===== config.mk =====
export PLATFORM = sky130hd
export DESIGN_NAME = matrix_result_tx
export DESIGN_NICKNAME = d
export VERILOG_FILES = /design/src/rtl/matrix_result_tx.sv
export SDC_FILE = /design/constraint.sdc
export NUM_CORES = 1
export LEC_CHECK = 0
export ABC_AREA = 1
export CAP_MARGIN = 0
export CORE_ASPECT_RATIO = 1.25
export CORE_MARGIN = 1.5
export CORE_UTILIZATION = 46
export CTS_CLUSTER_DIAMETER = 60
export CTS_CLUSTER_SIZE = 28
export DETAILED_ROUTE_END_ITERATION = 16
export PLACE_DENSITY = 0.86
export SETUP_SLACK_MARGIN = 0.15
export SLEW_MARGIN = 20
export SYNTH_ARGS = -nofsm -noshare
export SYNTH_HDL_FRONTEND = slang
export SYNTH_SLANG_ARGS = --single-unit

===== constraint.sdc =====
create_clock -name uart_clk -period 1.8 [get_ports uart_clk]
set_input_delay 0.18 -clock uart_clk [delete_from_list [all_inputs] [get_ports uart_clk]]
set_output_delay 0.18 -clock uart_clk [all_outputs]
set_load 0.03 [all_outputs]

===== src/rtl/matrix_result_tx.sv =====
// Serialises the systolic multiplier's result matrix over an 8N1 UART line.
// Words go out row-major, each one least-significant byte first; bits go out LSB first.
module matrix_result_tx #(
    parameter int unsigned WORD_WIDTH   = 32,
    parameter int unsigned N_WORDS      = 16,
    parameter int unsigned CLKS_PER_BIT = 832
) (
    input  logic                          uart_clk,
    input  logic                          reset,
    input  logic                          i_start,
    input  logic [N_WORDS*WORD_WIDTH-1:0] i_result,
    output logic                          o_uart_tx,
    output logic                          o_busy,
    output logic                          o_done
);

    localparam int unsigned BYTES_PER_WORD = WORD_WIDTH / 8;
    localparam int unsigned DATA_W         = N_WORDS * WORD_WIDTH;
    localparam int unsigned CNT_W          = $clog2(CLKS_PER_BIT);
    localparam int unsigned WORD_IDX_W     = (N_WORDS > 1) ? $clog2(N_WORDS) : 1;
    localparam int unsigned BYTE_IDX_W     = (BYTES_PER_WORD > 1) ? $clog2(BYTES_PER_WORD) : 1;

    typedef enum logic [1:0] {
        IDLE  = 2'd0,
        START = 2'd1,
        DATA  = 2'd2,
        STOP  = 2'd3
    } state_t;

    state_t                  state;
    logic [DATA_W-1:0]       shadow;
    logic [CNT_W-1:0]        clk_cnt;
    logic [2:0]              bit_idx;
    logic [WORD_IDX_W-1:0]   word_idx;
    logic [BYTE_IDX_W-1:0]   byte_idx;
    logic [7:0]              shift_reg;

    logic                    bit_end;
    logic                    last_byte;
    logic [WORD_IDX_W-1:0]   nxt_word;
    logic [BYTE_IDX_W-1:0]   nxt_byte;
    logic [7:0]              nxt_data;

    // Next byte position (word/byte walk) and the byte it selects from the snapshot
    always_comb begin
        bit_end   = (clk_cnt == CNT_W'(CLKS_PER_BIT - 1));
        last_byte = (word_idx == WORD_IDX_W'(N_WORDS - 1)) &&
                    (byte_idx == BYTE_IDX_W'(BYTES_PER_WORD - 1));
        nxt_word  = word_idx;
        nxt_byte  = byte_idx + 1'b1;
        if (byte_idx == BYTE_IDX_W'(BYTES_PER_WORD - 1)) begin
            nxt_byte = '0;
            nxt_word = word_idx + 1'b1;
        end
        nxt_data = 8'(shadow >> (32'(nxt_word) * 32'(BYTES_PER_WORD * 8) + 32'(nxt_byte) * 32'd8));
    end

    always_ff @(posedge uart_clk) begin
        if (reset) begin
            state     <= IDLE;
            shadow    <= '0;
            clk_cnt   <= '0;
            bit_idx   <= '0;
            word_idx  <= '0;
            byte_idx  <= '0;
            shift_reg <= '0;
            o_uart_tx <= 1'b1;
            o_busy    <= 1'b0;
            o_done    <= 1'b0;
        end else begin
            o_done <= 1'b0;
            case (state)
                IDLE: begin
                    o_uart_tx <= 1'b1;
                    clk_cnt   <= '0;
                    if (i_start) begin
                        shadow    <= i_result;
                        word_idx  <= '0;
                        byte_idx  <= '0;
                        bit_idx   <= '0;
                        shift_reg <= i_result[7:0];
                        o_busy    <= 1'b1;
                        o_uart_tx <= 1'b0;
                        state     <= START;
                    end
                end
                START: begin
                    if (bit_end) begin
                        clk_cnt   <= '0;
                        bit_idx   <= '0;
                        o_uart_tx <= shift_reg[0];
                        state     <= DATA;
                    end else begin
                        clk_cnt <= clk_cnt + 1'b1;
                    end
                end
                DATA: begin
                    if (bit_end) begin
                        clk_cnt <= '0;
                        if (bit_idx == 3'd7) begin
                            o_uart_tx <= 1'b1;
                            state     <= STOP;
                        end else begin
                            // Output is registered, so present the bit that follows the current one
                            shift_reg <= shift_reg >> 1;
                            o_uart_tx <= shift_reg[1];
                            bit_idx   <= bit_idx + 1'b1;
                        end
                    end else begin
                        clk_cnt <= clk_cnt + 1'b1;
                    end
                end
                STOP: begin
                    if (bit_end) begin
                        clk_cnt <= '0;
                        if (last_byte) begin
                            o_done    <= 1'b1;
                            o_busy    <= 1'b0;
                            o_uart_tx <= 1'b1;
                            state     <= IDLE;
                        end else begin
                            word_idx  <= nxt_word;
                            byte_idx  <= nxt_byte;
                            shift_reg <= nxt_data;
                            o_uart_tx <= 1'b0;
                            state     <= START;
                        end
                    end else begin
                        clk_cnt <= clk_cnt + 1'b1;
                    end
                end
                default: begin
                    o_uart_tx <= 1'b1;
                    o_busy    <= 1'b0;
                    state     <= IDLE;
                end
            endcase
        end
    end

endmodule


**After elaboration in Yosys (flattened, before gate mapping)**

Cells that the tools add are included.

- Bits in registers: 544
- Input bits: 515
- Logic and storage cells: 88

- Add/subtract/negate cells: 5
- Shifts and indexed selects: 1
- Equality and inequality tests: 15
- Reductions and logical operators: 14
- Multiplexer cells: 41
- Bitwise gates (word level): 2

Operators with widths:

| kind | number |
|---|---|
| $shr A512 B10 Y8 | 1 |
| $mux W8 | 5 |
| $pmux W8 S3 | 1 |
| $pmux W10 S2 | 1 |
| $mux W2 | 9 |
| $mux W4 | 4 |
| $ne A2 B2 Y1 const B | 8 |
| $mux W3 | 4 |
| $add A10 B1 Y10 const B | 1 |
| $add A9 B5 Y10 | 1 |
| $eq A10 B10 Y1 const B | 1 |
| $mux W1 | 10 |
| $mux W10 | 1 |
| $reduce_and A5 Y1 | 2 |
| $pmux W3 S3 | 1 |
| $pmux W2 S4 | 1 |
| $pmux W4 S2 | 1 |
| $reduce_and A4 Y1 | 2 |
| $eq A2 B2 Y1 const B | 3 |
| $reduce_and A6 Y1 | 1 |
| $reduce_bool A3 Y1 | 2 |
| $reduce_or A3 Y1 | 2 |
| $add A4 B1 Y4 const B | 1 |
| $eq A4 B4 Y1 const B | 1 |
| 13 further kinds | 14 |

**Depth between registers and ports, before layout**

- Word-level depth: 7
- Mapped depth: 14
- Depth with buffers taken out: 12

**Least setup slack after synthesis**

OpenSTA, ideal clock, no wires.

- Path kind: reg2reg
- From: register state[0]
- To: register shadow[179]
- Stages on the path, launching flop included: 8
- Buffers on the path: 3
- Slack: 0.035 ns
- Library setup time: 0.128 ns
- Clock period less this slack: 1.765 ns
- Arrival: 1.637 ns
- Cells stage by stage: dfxtp_1 > inv_1 > ha_1 > nand2_1 > buf_2 > clkbuf_1 > buf_1 > a21oi_1

- Word-level cells in the longest chain between the ends: 2

Ends and longest elaborated chain:

| element | line | source |
|---|---|---|
| start: declaration | 30 | `state_t state;` |
| start signal: assignment | 60 | `state <= IDLE;` |
| start signal: assignment | 84 | `state <= START;` |
| start signal: assignment | 92 | `state <= DATA;` |
| $logic_not A2 Y1 | 72 | `case (state)` |
| $reduce_and A2 Y1 (no line) | n/a |  |
| end signal: assignment | 77 | `shadow <= i_result;` |
| end: declaration | 31 | `logic [DATA_W-1:0] shadow;` |

Every way passes these cells.
A chain may end at the register's enable or synchronous reset.

**Worst setup path in the final report**

- From: register state[1]
- To: register shadow[9]

Same word-level chain as after synthesis.

==> impl_results.md <==
- DIE AREA: 54,100 um^2
- Worst-Skew Late Latency: a little under 0.6 ns
- Sequential share of the synthesized area: 0.450
- Switch share: 0.439
- DR pass1 iterations: 7
- Fin Hold WS: 0.210 ns
- Antenna violations before repair: 10
- GRT Total Usage: 0.299
- Fillers: 3,565
- YS warnings: 0
- WP data arrival: 2.57 ns
- Input/output buffers: 517
- Register area: 10,900 um^2
- Top cell type's share of synthesized area: 0.450
- Violated checks: setup timing
- Min Tclk post-route: 2.13 ns
- Crit path max fanout: 14
- Max Clk Rate: between 400 and 500 MHz
- LEAKAGE: 14.3 nW
- Worst Tran Pin Value: 0.780 ns
- Share of cells above drive strength 1: 0.175
- Final Net Count: between 4,000 and 5,000
- Status: finished, violations left
- Cells after Synth: approximately 3,400
- Final setup vio count: 18
- Routed WL per cell: 21.7 um
- Cell-internal power: ~35 mW
- Count leader, synth: o21ai_0
- Routability cong.: 0.961
- Initial drt markers: ~3,900
- Layout area overhead: 50.5%
- Largest net degree at the start of global routing: 98
- Total grt overflow: 0
- Placed Cells: 4,555
- Most frequent cells after synthesis: 618 x o21ai_0, 557 x nor2_1, 544 x dfxtp_1
- Core box area: 51,800 um^2
- Crit Path Category: reg2reg
- HP Class: in2reg
- EDFF count, synth: 0
- Post-route clock skew: 0.0274 ns
- Multi-input logic area: ~13,000 um^2
- HPWL Detailed: 62,400 um
- Critical path launch point type: flip-flop
- CP Capture Type: flip-flop
- Dpl ws: -0.203 ns
- Num CTS Buffers: 35
- Initial core utilization: 0.468
- Area leader, netlist: dfxtp_1
- Core Util, Final: 0.704
- Most used cell, CP: clkbuf_16
- P_sw: about 27 mW
- Slew headroom: 0.474
- Clk slew on worst S/H paths: 0.11 ns
- Crit path required time: between 2 and 2.5 ns
- Die height: ~260 um
- Sequential share of power: 0.282
- Syn Nets: 3,946
- Antenna Nets Post-Route: 0
- First-pass GRT wire length: between 100,000 and 150,000 um
- Max FFs per register: 512
- Top FF cell, synth: dfxtp_1
- Final cell count without fillers: 4,707
- Register bit count reported by yosys: 544
- Dominant cells by area after synthesis: dfxtp_1 45%, o21ai_0 13%, nor2_1 8.6%
- Detailed-route wire length: 102,000 um
- Final Hold Fails: 0
- Pwr dens: approximately 1700 nW/um^2
- Unrepaired setup endpoints after global routing: true
- Worst vdd ir: ~0.93 mV
- Crit path largest cell delay: 0.62 ns
- Mapped cell area: 24,200 um^2
- Rows: 93
- Power Total: ~62 mW
- Vias per std cell: between 5 and 6
- Crit path cell chain: inv_2, ha_4, buf_6, nand2_8, buf_12, clkbuf_16, clkbuf_16, o21ai_0, nor2_1
- Htree depth: 2
- Die Wd: 208 um
- Crit path max-delay cell type: o21ai_0
- Number of global-route vias before repair: roughly 24,000
- Fin area: 36,400 um^2
- Drt drc: 0
- Via count: 27,900
- Final Cycle Share: 1.18
- Clock sinks: 544
- Netlist cell types: 38
- Clock buffer depth: 3
- Setup TNS: -2.49 ns
- Syn avg cell area: 7.08 um^2
- Post-DP Area: 31,500 um^2
- Final WS setup: -0.329 ns
- Async S/R FF share, synth: 0
- Root Buffer: clkbuf_16
- Clk pwr share: 0.156
- Comb pwr share: 0.561
- # Max-Cap Violations: 0
- CTS tree: built
- IO Pins: 518
- Max Slew Vio Count: 0
power by group through the flow:
stage	clock, mW	combinational (mW)	sequential [mW]
3_5_place_dp	0	26.9	17.0
5_1_grt	10.1	36.9	17.7
3_3_place_gp	0	26.4	16.9
2_1_floorplan	0	17.0	16.6
4_1_cts	9.62	27.6	16.8
6_report	9.67	34.7	17.5
layer usage:
layer | vias up | track usage | share of wire
li1 | 12500 | - | -
met1 | 12900 | 0.361 | 0.36
met2 | 1994 | 0.500 | 0.47
met3 | 518 | 0.0463 | 0.10
met4 | 6 | 0.186 | 0.070
met5 | - | 0 | 0.00034
worst paths after layout:
kind,startpoint,endpoint,slack (ns),cells after the start
setup / recovery,state[1]$_SDFFE_PP0P_,shadow[9]$_SDFFE_PP0P_,-0.33,9
hold reg to reg,shadow[22]$_SDFFE_PP0P_,shadow[22]$_SDFFE_PP0P_,0.45,2
hold / removal,i_result[296],shadow[296]$_SDFFE_PP0P_,0.21,3
setup reg to reg,state[1]$_SDFFE_PP0P_,shadow[9]$_SDFFE_PP0P_,-0.33,9
worst max-delay path: cells and delay by family, from the launching register on:
kind,cells,cell delay (ns)
compound gates,1,0.62
fa+ha+maj,1,0.15
buf+inv,5,0.71
flops,1,0.34
simple gates,2,0.18
layout by cell type (no fill, tap or decap), types with 141 or more instances in the layout:
cell type,Yosys,final
buf_4,23,167
inv_1,284,281
clkdlybuf4s50_1,0,514
nand3_1,318,284
a21oi_1,352,339
dfxtp_1,544,537
nor2_4,3,141
nand2_1,303,300
nor2_1,557,371
o21ai_0,618,532
kinds of logic (layout without fill, tap and decap cells):
family                     count (synthesis)  after routing  share of synthesized area
and+or+nand+nor                         1210           1210                      0.210
AOI/OAI and AO/OA                       1076           1076                      0.234
buffers and inverters                    578           1192                      0.101
DFF                                      544            544                      0.450
adders and majority gates                 10             10                    0.00517
xor gates and xnor gates                   3              3                    0.00139
other                                      0              7                          0
final cells by class:
class	count	share of cell area
multi-input combinational	2299	0.345
sequential	544	0.299
timing repair buffer	837	0.264
inverter	295	0.0314
clock buffer	38	0.0255
tap	665	0.0228
clock inverter	22	0.0114
antenna	7	0.000481
what timing repair did:
item | in CTS | in global routing
pin swaps | 1 | 68
setup endpoints to repair | 218 | 261
hold buffers | 0 | 0
setup buffers | 2 | 34
gates cloned | 1 | 48
resized for setup | 37 | 590
Power figures use the tool's default switching activity.
